## config.mk

```make
export PLATFORM = sky130hd
export DESIGN_NAME = race_datapath
export DESIGN_NICKNAME = d
export VERILOG_FILES = /design/src/rtl/race_datapath.sv
export SDC_FILE = /design/constraint.sdc
export NUM_CORES = 1
export LEC_CHECK = 0
export CORE_ASPECT_RATIO = 0.5
export CORE_UTILIZATION = 45
export DETAILED_ROUTE_END_ITERATION = 10
export PLACE_DENSITY = 0.65
export SYNTH_ARGS = -nofsm -noshare
export SYNTH_HDL_FRONTEND = slang
export SYNTH_SLANG_ARGS = --single-unit
```

## constraint.sdc

```tcl
create_clock -name clock -period 4.07 [get_ports clock]
set_input_delay 0.6105 -clock clock [delete_from_list [all_inputs] [get_ports clock]]
set_output_delay 0.6105 -clock clock [all_outputs]
set_load 0.005 [all_outputs]
```

## src/rtl/race_datapath.sv

```systemverilog
`default_nettype none
// ============================================================================
// Module      : race_datapath
// Description : Scan counters, pixel generation and car position for the racer.
// Revision    : 1.0
// ============================================================================
module race_datapath #(
    parameter int ROAD_L = 30,
    parameter int ROAD_W = 100,
    parameter int SIDE_W = 30,
    parameter int SCR_H  = 120,
    parameter int CAR_W  = 5,
    parameter int CAR_H  = 13,
    parameter int CAR_Y0 = 100,
    parameter int CAR_X0 = 78,
    parameter int STEP   = 4
) (
    input  logic       clock,
    input  logic       reset,
    input  logic       draw_bg_green_left,
    input  logic       draw_bg_black,
    input  logic       draw_bg_green_right,
    input  logic       draw_car,
    input  logic       erase,
    input  logic       update_car,
    input  logic       inc,
    input  logic       left,
    input  logic       right,
    output logic [7:0] counterx,
    output logic [7:0] countery,
    output logic [7:0] x,
    output logic [6:0] y,
    output logic [2:0] colour,
    output logic       plot
);

    localparam logic [2:0] c_mode_idle  = 3'd0;
    localparam logic [2:0] c_mode_gl    = 3'd1;
    localparam logic [2:0] c_mode_black = 3'd2;
    localparam logic [2:0] c_mode_gr    = 3'd3;
    localparam logic [2:0] c_mode_car   = 3'd4;
    localparam logic [2:0] c_mode_upd   = 3'd5;
    localparam logic [2:0] c_mode_erase = 3'd6;

    localparam logic [1:0] c_pend_none  = 2'd0;
    localparam logic [1:0] c_pend_left  = 2'd1;
    localparam logic [1:0] c_pend_right = 2'd2;

    localparam logic [7:0] c_side_w = 8'(SIDE_W);
    localparam logic [7:0] c_road_w = 8'(ROAD_W);
    localparam logic [7:0] c_road_l = 8'(ROAD_L);
    localparam logic [7:0] c_road_r = 8'(ROAD_L + ROAD_W);
    localparam logic [7:0] c_scr_h  = 8'(SCR_H);
    localparam logic [7:0] c_car_w  = 8'(CAR_W);
    localparam logic [7:0] c_car_h  = 8'(CAR_H);
    localparam logic [6:0] c_car_y0 = 7'(CAR_Y0);
    localparam logic [7:0] c_car_x0 = 8'(CAR_X0);

    localparam logic signed [9:0] c_car_min = 10'(ROAD_L);
    localparam logic signed [9:0] c_car_max = 10'(ROAD_L + ROAD_W - CAR_W);
    localparam logic signed [9:0] c_step    = 10'(STEP);

    localparam logic [2:0] c_green = 3'b010;
    localparam logic [2:0] c_black = 3'b000;
    localparam logic [2:0] c_red   = 3'b100;

    logic [2:0]        w_mode;
    logic [2:0]        r_prev_mode;
    logic              w_first;
    logic [7:0]        r_cx;
    logic [7:0]        r_cy;
    logic [7:0]        w_cx;
    logic [7:0]        w_cy;
    logic [7:0]        w_width;
    logic [7:0]        w_height;
    logic [7:0]        w_base_x;
    logic [6:0]        w_base_y;
    logic [2:0]        w_colour;
    logic              w_valid;
    logic [7:0]        r_car_x;
    logic [1:0]        r_pend;
    logic              w_erase_first;
    logic signed [9:0] w_car_sum;
    logic [7:0]        w_car_next;

    always_comb begin
        w_mode = c_mode_idle;
        if (erase)                    w_mode = c_mode_erase;
        else if (update_car)          w_mode = c_mode_upd;
        else if (draw_car)            w_mode = c_mode_car;
        else if (draw_bg_black)       w_mode = c_mode_black;
        else if (draw_bg_green_left)  w_mode = c_mode_gl;
        else if (draw_bg_green_right) w_mode = c_mode_gr;
    end

    // A mode change restarts the sweep without waiting a cycle for the registers.
    assign w_first       = (w_mode != r_prev_mode);
    assign w_cx          = w_first ? 8'd0 : r_cx;
    assign w_cy          = w_first ? 8'd0 : r_cy;
    assign counterx      = w_cx;
    assign countery      = w_cy;
    assign w_erase_first = (w_mode == c_mode_erase) && w_first;

    always_comb begin
        w_width  = 8'd0;
        w_height = 8'd0;
        w_base_x = 8'd0;
        w_base_y = 7'd0;
        w_colour = c_black;
        case (w_mode)
            c_mode_gl: begin
                w_width  = c_side_w;
                w_height = c_scr_h;
                w_colour = c_green;
            end
            c_mode_black, c_mode_erase: begin
                w_width  = c_road_w;
                w_height = c_scr_h;
                w_base_x = c_road_l;
            end
            c_mode_gr: begin
                w_width  = c_side_w;
                w_height = c_scr_h;
                w_base_x = c_road_r;
                w_colour = c_green;
            end
            c_mode_car, c_mode_upd: begin
                w_width  = c_car_w;
                w_height = c_car_h;
                w_base_x = r_car_x;
                w_base_y = c_car_y0;
                w_colour = c_red;
            end
            default: ;
        endcase
    end

    assign w_valid = (w_mode != c_mode_idle) && (w_cx < w_width) && (w_cy < w_height);

    always_comb begin
        w_car_sum = $signed({2'b00, r_car_x});
        if (r_pend == c_pend_left)       w_car_sum = w_car_sum - c_step;
        else if (r_pend == c_pend_right) w_car_sum = w_car_sum + c_step;
        if (w_car_sum < c_car_min)       w_car_next = c_car_min[7:0];
        else if (w_car_sum > c_car_max)  w_car_next = c_car_max[7:0];
        else                             w_car_next = w_car_sum[7:0];
    end

    always_ff @(posedge clock) begin
        if (!reset) begin
            r_prev_mode <= c_mode_idle;
            r_cx        <= 8'd0;
            r_cy        <= 8'd0;
            r_car_x     <= c_car_x0;
            r_pend      <= c_pend_none;
            x           <= 8'd0;
            y           <= 7'd0;
            colour      <= 3'b000;
            plot        <= 1'b0;
        end else begin
            r_prev_mode <= w_mode;
            if (w_mode == c_mode_idle) begin
                r_cx <= 8'd0;
                r_cy <= 8'd0;
            end else if (inc) begin
                r_cx <= 8'd0;
                r_cy <= w_cy + 8'd1;
            end else begin
                r_cx <= w_cx + 8'd1;
                r_cy <= w_cy;
            end
            // A pulse coinciding with the erase start is kept for the next erase.
            if (left && !right)      r_pend <= c_pend_left;
            else if (right && !left) r_pend <= c_pend_right;
            else if (w_erase_first)  r_pend <= c_pend_none;
            if (w_erase_first) r_car_x <= w_car_next;
            x      <= w_base_x + w_cx;
            y      <= w_base_y + w_cy[6:0];
            colour <= w_colour;
            plot   <= w_valid;
        end
    end

endmodule
`default_nettype wire

```

# Yosys cells after proc, flatten, opt, wreduce, memory -nomap -nowiden
# Cells that the tools add are included.
# totals
in_bits	11
register_bits	48
output_inout_bits	35
# op_classes
n_eq_ne	9
magnitude_cmp	4
n_reduce_logical	18
n_mux	21
addsub	6
bitwise_logic	1
# op_table
op	n
$mux W8	5
$pmux W8 S3	1
$pmux W7 S3	1
$add A8 B1 Y8 const B	2
$lt A8 B8 Y1	2
$pmux W7 S2	1
$gt A10 B8 Y1 const B	1
$lt A10 B6 Y1 const B	1
$mux W10	1
$mux W2	5
$reduce_or A2 Y1	5
$add A8 B3 Y9 const B	1
$eq A3 B3 Y1 const B	3
$mux W3	3
$mux W9	1
$sub A8 B3 Y9 const B	1
$add A8 B8 Y8	1
$add A7 B7 Y7	1
$mux W7	1
$eq A3 B2 Y1 const B	2
$pmux W3 S2	1
$reduce_bool A3 Y1	2
$logic_and A1 B1 Y1	5
$reduce_or A4 Y1	1
other kinds (10)	11

# Logic depth before layout (Yosys ltp)
# Gate-level depths: netlist of the first run.
# logic_depth
ltp_word	12
mapped_depth	16
ltp_nobuf	13

# Least setup slack after synthesis of the first run
# Ideal clock, no wire load.
# synth_path
path_kind	input to register
start	input port erase
end	register x[7]
t_arrival_ps	3421
path_buffers	3
slack_ps	534
t_required_ps	3955
stages	16
setup_ps	115
cell_sequence	buf_4 -> o21ba_4 -> a21oi_2 -> xnor2_1 -> and4b_1 -> buf_4 -> clkbuf_1 -> and2_1 -> ha_1 -> a21o_1 -> a21oi_1 -> nor2b_1 -> o21a_1 -> o41ai_1 -> xnor3_1 -> and2_1
# synth_via
word_cells_on_any_way	12
classes_between	add/sub: 1; eq/ne: 6; mux: 3; reduce/logical: 2
# synth_lines
element	line	source
start: declaration	24	input logic erase,
$mux W3	88	if (erase) w_mode = c_mode_erase;
$ne A3 B3 Y1	97	assign w_first = (w_mode != r_prev_mode);
$mux W8	98	assign w_cx = w_first ? 8'd0 : r_cx;
named net counterx[1]	29	output logic [7:0] counterx,
$add A8 B8 Y8	177	x <= w_base_x + w_cx;
end signal: assignment	177	
end: declaration	31	output logic [7:0] x,
# The timed path passes the listed nets, and every way through them passes these cells.
# A chain may end at the register's enable or synchronous reset.

# Worst setup path in the final report of the first run
# layout_path
start	input port draw_car
end	output port countery[5]
# layout_via
elab_chain_len	5
# layout_rtl
element	line	source
start: declaration	23	input logic draw_car,
$mux W3	90	else if (draw_car) w_mode = c_mode_car;
$mux W3	89	else if (update_car) w_mode = c_mode_upd;
$mux W3	88	
$ne A3 B3 Y1	97	
$mux W8	99	assign w_cy = w_first ? 8'd0 : r_cy;
end: declaration	30	output logic [7:0] countery,
# No other way between the ends.

==> metrics.md, run 1 <==
| Metric | Value |
|---|---|
| Async S/R FF share, synth | 0% |
| Outcome | finished, final reports clean |
| Final WS setup | 0.3305 ns |
| Top post-synthesis cells by area | dfxtp_1 32%, ha_1 11%, and2_1 7.6%, xnor2_1 3.9%, nor2_1 3.6% |
| DRC viols | 0 |
| Drt pass-1 iters | 4 |
| Reg2reg end | x[6] |
| Yosys cell types | 58 |
| Die Width | 116.4 um |
| Die H | 59.20 um |
| Vias in the first global route | 2329 |
| First-pass GRT wire length | 10940 um |
| Initial Utilization | 47.63% |
| Seq/Total Area, Yosys | 31.96% |
| R2R cell count | 11 |
| Cts hold-fix bufs | 0 |
| Setup Crit Path Kind | input port to primary output |
| Post-synth EDFFs | 0 |
| Gpl congestion | 0.7968 |
| Post-place setup slack | 0.2321 ns |
| Delay-heaviest family, CP | buffers and inverters |
| Final WL | 6666 um |
| CP Max Fanout | 20 |
| Final Hold Fails | 0 |
| Net Sw Frac | 22.68% |
| Crit path from | draw_car |
| Fin crit period | 3.739 ns |
| Stages on worst setup path | 8 |
| Seq cells post-synth | 47 |
| PwrDens | 313.3 nW/um2 |
| Area Growth Syn to Fin | 24.69% |
| Largest net degree at the start of global routing | 35 |
| Post-route ant nets | 0 |
| Max stage delay on crit path | 0.55 ns |
| Setup Buffers After CTS | 0 |
| Sw power | 0.0002609 W |
| Avg WL per Cell | 14.15 um |
| CTS Buf Count | 5 |
| Most used cell, CP | clkdlybuf4s50_1 |
| FF-to-FF setup slack | 1.32 ns |
| Clk root buf | clkbuf_16 |
| Combinational power share | 11.4% |
| Clk pwr share | 46.3% |
| Final setup fails | 0 |
| Reg power frac | 42.3% |
| Synth top cells by count | 47 x dfxtp_1, 36 x and2_1, 28 x nor2_1, 25 x ha_1, 18 x nand2_1 |
| Fill cells | 590 |
| RSZ-0062 raised after global routing | false |
| Worst r2r src | r_prev_mode[0] |
| Synth Flop Type | dfxtp_1 |
| Worst-margin pin slew | 0.5187 ns |
| Fraction of layout cells with a size suffix above 1 | 6.266% |
| CP max stage cell | clkdlybuf4s50_1 |
| Final period utilization | 91.88% |
| Synth top area share | 31.96% |
| Core area | 6181 um2 |
| Syn_nets | 374 |
| Post-DP HPWL | 5176 um |
| Total Power | 0.001150 W |
| Max Buffers Root-to-Sink | 2 |
| Post-CTS Resized | 0 |
| Syn. warnings | 0 |
| Synth Area per Inst | 8.736 um2 |
| I/O pins | 46 |
| Worst-Skew Late Latency | 0.29 ns |
| H-tree level count | 2 |
| Fmax | 267.4 MHz |
| Required time worst endpoint | 3.46 ns |
| Num rows | 20 |
| GRT overflow | 0 |
| Crit path cell chain | clkdlybuf4s50_1, o21ba_4, a21oi_2, xnor2_1, and4b_1, buf_4, and2_1, clkdlybuf4s50_1 |
| Global-route usage over all layers | 20.99% |
| CP Capture Type | primary output |
| Int Power | 0.0008894 W |
| Slew headroom | 65.42% |
| Static leakage | 1.608 nW |
| CTS tree | done |
| TNS Setup | 0 ns |
| Clk_skew | 0.004275 ns |
| Hold Path Class | flop to flop |
| Max-slew violations | 0 |
| Met1 global-route usage | 28.26% |
| GR peak layer | met2 |
| WP buf/inv | 3 |
| CTS clk-pin slew, worst paths | 0.07 ns |
| Crit path to | countery[5] |
| Routed vias/inst | 5.357 |
| Met2 GRT Util | 35.08% |
| Die area | 6890 um2 |
| Synth Cell Area | 2944 um2 |
| Syn Inst Count | 337 |
| Peak supply drop | 0.0001649 V |
| # clock sinks | 47 |
| Drt initial violations | 152 |
| Number of port buffers | 44 |
| Most common cell in the netlist | dfxtp_1 |
| Worst path arrival time | 3.13 ns |
| MaxCap Viol Count | 0 |
| Net count, final | 419 |
| Antenna violations before repair | 0 |
| M3 GR Usage | 4.294% |
| Setup crit start kind | input port |
| # diodes | 0 |
| Cell taking the most area after synthesis | dfxtp_1 |
| Vias | 2523 |
## power groups by stage
stage	Clock, W	Sequential (W)	Combinational, W
after floorplan	0	0.000493	0.0000865
after global placement	0	0.000496	0.000128
after detailed placement	0	0.000497	0.000131
after CTS	0.000543	0.000486	0.000132
after global routing	0.000562	0.000488	0.000147
final	0.000533	0.000486	0.000132
## worst min-delay path by stage
| stage | from | end | slack, ns | depth (start not counted) |
|---|---|---|---|---|
| floorplan | r_car_x[0] | r_car_x[0] | 0.45 | 2 |
| global placement | r_car_x[0] | r_car_x[0] | 0.47 | 2 |
| detailed placement | r_car_x[0] | r_car_x[0] | 0.49 | 2 |
| CTS | r_car_x[0] | r_car_x[0] | 0.50 | 2 |
| global route | r_car_x[0] | r_car_x[0] | 0.53 | 2 |
| finish | r_car_x[0] | r_car_x[0] | 0.50 | 2 |
## cells by family after synthesis
logic type / synth area share, %
buffers and inverters: 4.760
AND/OR/NAND/NOR: 27.84
AO/OA/AOI/OAI: 15.00
adder cells (fa/ha/maj): 11.30
other: 0.1274
multiplexers: 0.3400
flip-flops: 31.96
XOR/XNOR: 8.670
## worst min-delay path, delay by kind of cell, from the launching register on
family           cells  cell delay, ns
AND/OR/NAND/NOR      1            0.05
AO/OA/AOI/OAI        1            0.09
flip-flops           1            0.32
## layer usage
metal  wire, um  part of all wire (%)
met2       3147                    47
met3        278                   4.2
met4         42                  0.63
met5          0                     0
met1       3198                    48
## sequential cells by signal, summed over array words and instances, names as in the netlist, 2 cells and up
| name | cells |
|---|---|
| colour | 2 |
| r_prev_mode | 3 |
| y | 7 |
| r_car_x | 8 |
| x | 8 |
| r_cy | 8 |
| r_pend | 2 |
| r_cx | 8 |
## cells in the final DEF, fill, tap and decap left out, drive strengths merged, types with 3 or more instances in the layout
cell type	instances
nand2b	5
a31oi	5
o21ai	11
inv	16
o211ai	3
nand3b	5
and3	11
clkbuf	5
a21oi	12
nand2	18
buf	8
nand3	11
nor2b	4
xor2	11
clkdlybuf4s50	44
ha	25
nor2	28
a21o	8
nor3b	3
a21boi	3
dfxtp	47
and2	37
o31ai	4
nand4	7
xnor2	13
nor3	6
## final cells by class
type,count,area (um2),share of cell area [%]
inverters,17,63.81,1.738
clock buffers,5,125.1,3.408
flip-flops and latches,47,940.9,25.63
multi-input cells,259,1863,50.75
clock inverters,3,67.56,1.840
repair buffers,52,500.5,13.63
well taps,88,110.1,2.999
## through the flow
step                cells  cell area (um2)  utilization, %  hold WS [ns]
global placement      463             3478           56.28        0.4699
finish                471             3671           59.39        0.4969
CTS                   471             3671           59.39        0.4962
floorplan             337             2944               -        0.4523
detailed placement    463             3478           56.28        0.4870
global route          471             3671           59.39        0.5304
Note: power is estimated with default switching activity, not from simulation.
==> inputs of run 2 (changes only) <==
--- a/config.mk
+++ b/config.mk
@@ -5,6 +5,7 @@
 export SDC_FILE = /design/constraint.sdc
 export NUM_CORES = 1
 export LEC_CHECK = 0
+export CAP_MARGIN = 5
 export CORE_ASPECT_RATIO = 0.5
 export CORE_UTILIZATION = 45
 export DETAILED_ROUTE_END_ITERATION = 10
==> results of run 2 <==
Same layout as run 1: the final DEF is identical, and so are final timing and power.
==> inputs of run 3 (changes only) <==
--- a/config.mk
+++ b/config.mk
@@ -9,6 +9,7 @@
 export CORE_ASPECT_RATIO = 0.5
 export CORE_UTILIZATION = 45
 export DETAILED_ROUTE_END_ITERATION = 10
+export GPL_TIMING_DRIVEN = 0
 export PLACE_DENSITY = 0.65
 export SYNTH_ARGS = -nofsm -noshare
 export SYNTH_HDL_FRONTEND = slang
==> run 3 against run 2 <==
Clock skew is 0.0035 ns higher. Largest cell class unchanged. Hold slack gained 0.015 ns. Worst setup slack lost 0.097 ns. Via count grew 0.44%. Critical path depth increased by 8. Sequential power about the same. Combinational power rose by 5%. Total power is 8.9% lower. Highest routed layer unchanged. Core utilization shrank 0.43 points.
==> metrics.md, run 3 (same netlist as run 1, synthesis figures left out) <==
| Metric | Value |
|---|---|
| Gpl congestion | 0.7967 (was 0.7968) |
| Net count, final | 422 (was 419) |
| Post-DP HPWL | 5433 um (was 5176 um) |
| Commonest non-fill, non-tap cell in the layout | dfxtp_1 (unchanged) |
| Cts hold-fix bufs | 0 (unchanged) |
| H-tree level count | 2 (unchanged) |
| Post-place setup slack | -0.3744 ns (was 0.2321 ns) |
| Fill cells | 575 (was 590) |
| Fraction of layout cells with a size suffix above 1 | 6.736% (was 6.266%) |
| Int Power | 0.0007827 W (was 0.0008894 W) |
| Combinational power share | 13.2% (was 11.4%) |
| Clk root buf | clkbuf_16 (unchanged) |
| CP max stage cell | clkdlybuf4s50_1 (unchanged) |
| Initial Utilization | 47.63% (unchanged) |
| Hold Crit Depth | 2 (unchanged) |
| DRC viols | 0 (unchanged) |
| I/O pins | 46 (unchanged) |
| Sw power | 0.0002647 W (was 0.0002609 W) |
| Most frequent cells in the layout | 47 x dfxtp_1, 41 x clkdlybuf4s50_1, 35 x and2_1, 27 x nor2_1, 25 x ha_1 (was 47 x dfxtp_1, 44 x clkdlybuf4s50_1, 36 x and2_1, 28 x nor2_1, 25 x ha_1) |
| Slew headroom | 59.35% (was 65.42%) |
| Setup Crit Path Kind | input port to flop (was input port to primary output) |
| Antenna violations before repair | 0 (unchanged) |
| Die Width | 116.4 um (unchanged) |
| Clk_skew | 0.007769 ns (was 0.004275 ns) |
| Most used cell, CP | a21o_1 (was clkdlybuf4s50_1) |
| GRT overflow | 0 (unchanged) |
| PwrDens | 287.4 nW/um2 (was 313.3 nW/um2) |
| First-pass GRT wire length | 11370 um (was 10940 um) |
| Avg WL per Cell | 14.94 um (was 14.15 um) |
| Die H | 59.20 um (unchanged) |
| Max Buffers Root-to-Sink | 2 (unchanged) |
| TNS Setup | 0 ns (unchanged) |
| Hold Path Class | flop to flop (unchanged) |
| Final WL | 7083 um (was 6666 um) |
| Vias | 2534 (was 2523) |
| Final Hold Fails | 0 (unchanged) |
| Final period utilization | 94.27% (was 91.88%) |
| Drt pass-1 iters | 4 (unchanged) |
| Worst-Skew Late Latency | 0.29 ns (about the same) |
| Fin crit period | 3.837 ns (was 3.739 ns) |
| Die area | 6890 um2 (unchanged) |
| R2R cell count | 13 (was 11) |
| Static leakage | 1.604 nW (was 1.608 nW) |
| Crit path cell chain | clkdlybuf4s50_1, o21ba_4, a21oi_2, xnor2_1, and4b_1, buf_4, buf_2, and2_2, ha_1, fa_1, a21o_1, a21o_1, a21o_1, a21oi_1, xnor2_1, and2_1 (was clkdlybuf4s50_1, o21ba_4, a21oi_2, xnor2_1, and4b_1, buf_4, and2_1, clkdlybuf4s50_1) |
| Largest net degree at the start of global routing | 20 (was 35) |
| Setup crit start kind | input port (unchanged) |
| Area Growth Syn to Fin | 23.80% (was 24.69%) |
| Worst path arrival time | 4.02 ns (was 3.13 ns) |
| Fmax | 260.6 MHz (was 267.4 MHz) |
| Core area | 6181 um2 (unchanged) |
| Placed cell area | 3475 um2 (was 3478 um2) |
| Multi-input gate area | 1879 um2 (was 1863 um2) |
| Routed vias/inst | 5.346 (was 5.357) |
| Final WS setup | 0.2333 ns (was 0.3305 ns) |
| Drt initial violations | 134 (was 152) |
| Max stage delay on crit path | 0.48 ns (was 0.55 ns) |
| Max-slew violations | 0 (unchanged) |
| Num rows | 20 (unchanged) |
| CTS tree | done (unchanged) |
| RSZ-0062 raised after global routing | false (unchanged) |
| Number of port buffers | 42 (was 44) |
| Min Hold Slack | 0.5123 ns (was 0.4969 ns) |
| Global-route usage over all layers | 22.22% (was 20.99%) |
| Required time worst endpoint | 4.25 ns (was 3.46 ns) |
| CP Max Fanout | 19 (was 20) |
| Fin area | 3645 um2 (was 3671 um2) |
| CTS Buf Count | 5 (unchanged) |
| CTS clk-pin slew, worst paths | 0.06 ns (was 0.07 ns) |
| Reg power frac | 46.2% (was 42.3%) |
| MaxCap Viol Count | 0 (unchanged) |
| Worst-margin pin slew | 0.6034 ns (was 0.5187 ns) |
| # diodes | 0 (unchanged) |
| Outcome | finished, final reports clean (unchanged) |
| CP Capture Type | flop (was primary output) |
| # clock sinks | 47 (unchanged) |
| Post-route ant nets | 0 (unchanged) |
| Net Sw Frac | 25.27% (was 22.68%) |
| Peak supply drop | 0.0001578 V (was 0.0001649 V) |
| Vias in the first global route | 2415 (was 2329) |
| Register Area | 940.9 um2 (unchanged) |
| Fin util | 58.97% (was 59.39%) |
| Final setup fails | 0 (unchanged) |
| Clk pwr share | 40.7% (was 46.3%) |
-- run 3: changes by cell type in the layout (fill, tap and decap cells not counted), sizes merged --
cell,change
clkbuf,+7
buf,-1
clkdlybuf4s50,-3
bufinv,-2
dlymetal6s2s,+1
clkinv,+1
-- run 3: critical path: cells and delay by family --
kind	cells	cell delay, ns
adders and majority gates	2	0.63
AOI/OAI and AO/OA	6	1.12
and+or+nand+nor	3	0.61
buffers and inverters	3	0.87
xor gates and xnor gates	2	0.16
-- run 3: final cells by class --
class | instances | area share [%]
Tap cell | 88 | 3.021
Inverter | 17 | 1.751
Clock buffer | 6 | 3.810
Sequential cell | 47 | 25.82
Multi-Input combinational cell | 259 | 51.56
Buffer | 13 | 1.991
Timing Repair Buffer | 42 | 11.60
Clock inverter | 2 | 0.4463
-- run 3: routing by layer --
layer / up-vias / share of wire, % / routed length [um] / track usage [%]
li1: 1275 / - / - / -
met1: 1193 / 47 / 3361 / 28.23
met2: 59 / 47 / 3337 / 38.29
met3: 7 / 4.3 / 302 / 4.294
met4: 0 / 1.1 / 81 / 7.509
met5: - / 0 / 0 / 0
-- run 3: power groups by stage --
| stage | Sequential [W] | Clock (W) | Combinational [W] |
|---|---|---|---|
| 2_1_floorplan | 0.000493 | 0 | 0.0000865 |
| 3_3_place_gp | 0.000493 | 0 | 0.000133 |
| 3_5_place_dp | 0.000494 | 0 | 0.000137 |
| 4_1_cts | 0.000483 | 0.000440 | 0.000138 |
| 5_1_grt | 0.000485 | 0.000458 | 0.000152 |
| 6_report | 0.000484 | 0.000426 | 0.000138 |
-- run 3: what timing repair did --
| action | 4_1_cts | 5_1_grt |
|---|---|---|
| resized for setup | 0 | 5 |
| setup endpoints to repair | 1 | 2 |
| setup buffers | 0 | 0 |
| pin swaps | 0 | 0 |
| cloned | 0 | 0 |
-- run 3: metrics by stage --
stage / power (W) / cells
2_1_floorplan: 0.0005791 / 337
3_3_place_gp: 0.0006268 / 467
3_5_place_dp: 0.0006311 / 467
4_1_cts: 0.001061 / 474
5_1_grt: 0.001095 / 474
6_report: 0.001047 / 474
-- run 3: final timing paths --
path	startpoint	to	slack [ns]
setup / recovery	draw_car	x[6]	0.23
setup reg to reg	r_prev_mode[0]	x[6]	1.04
hold reg to reg	r_car_x[0]	r_car_x[0]	0.51
hold / removal	r_car_x[0]	r_car_x[0]	0.51
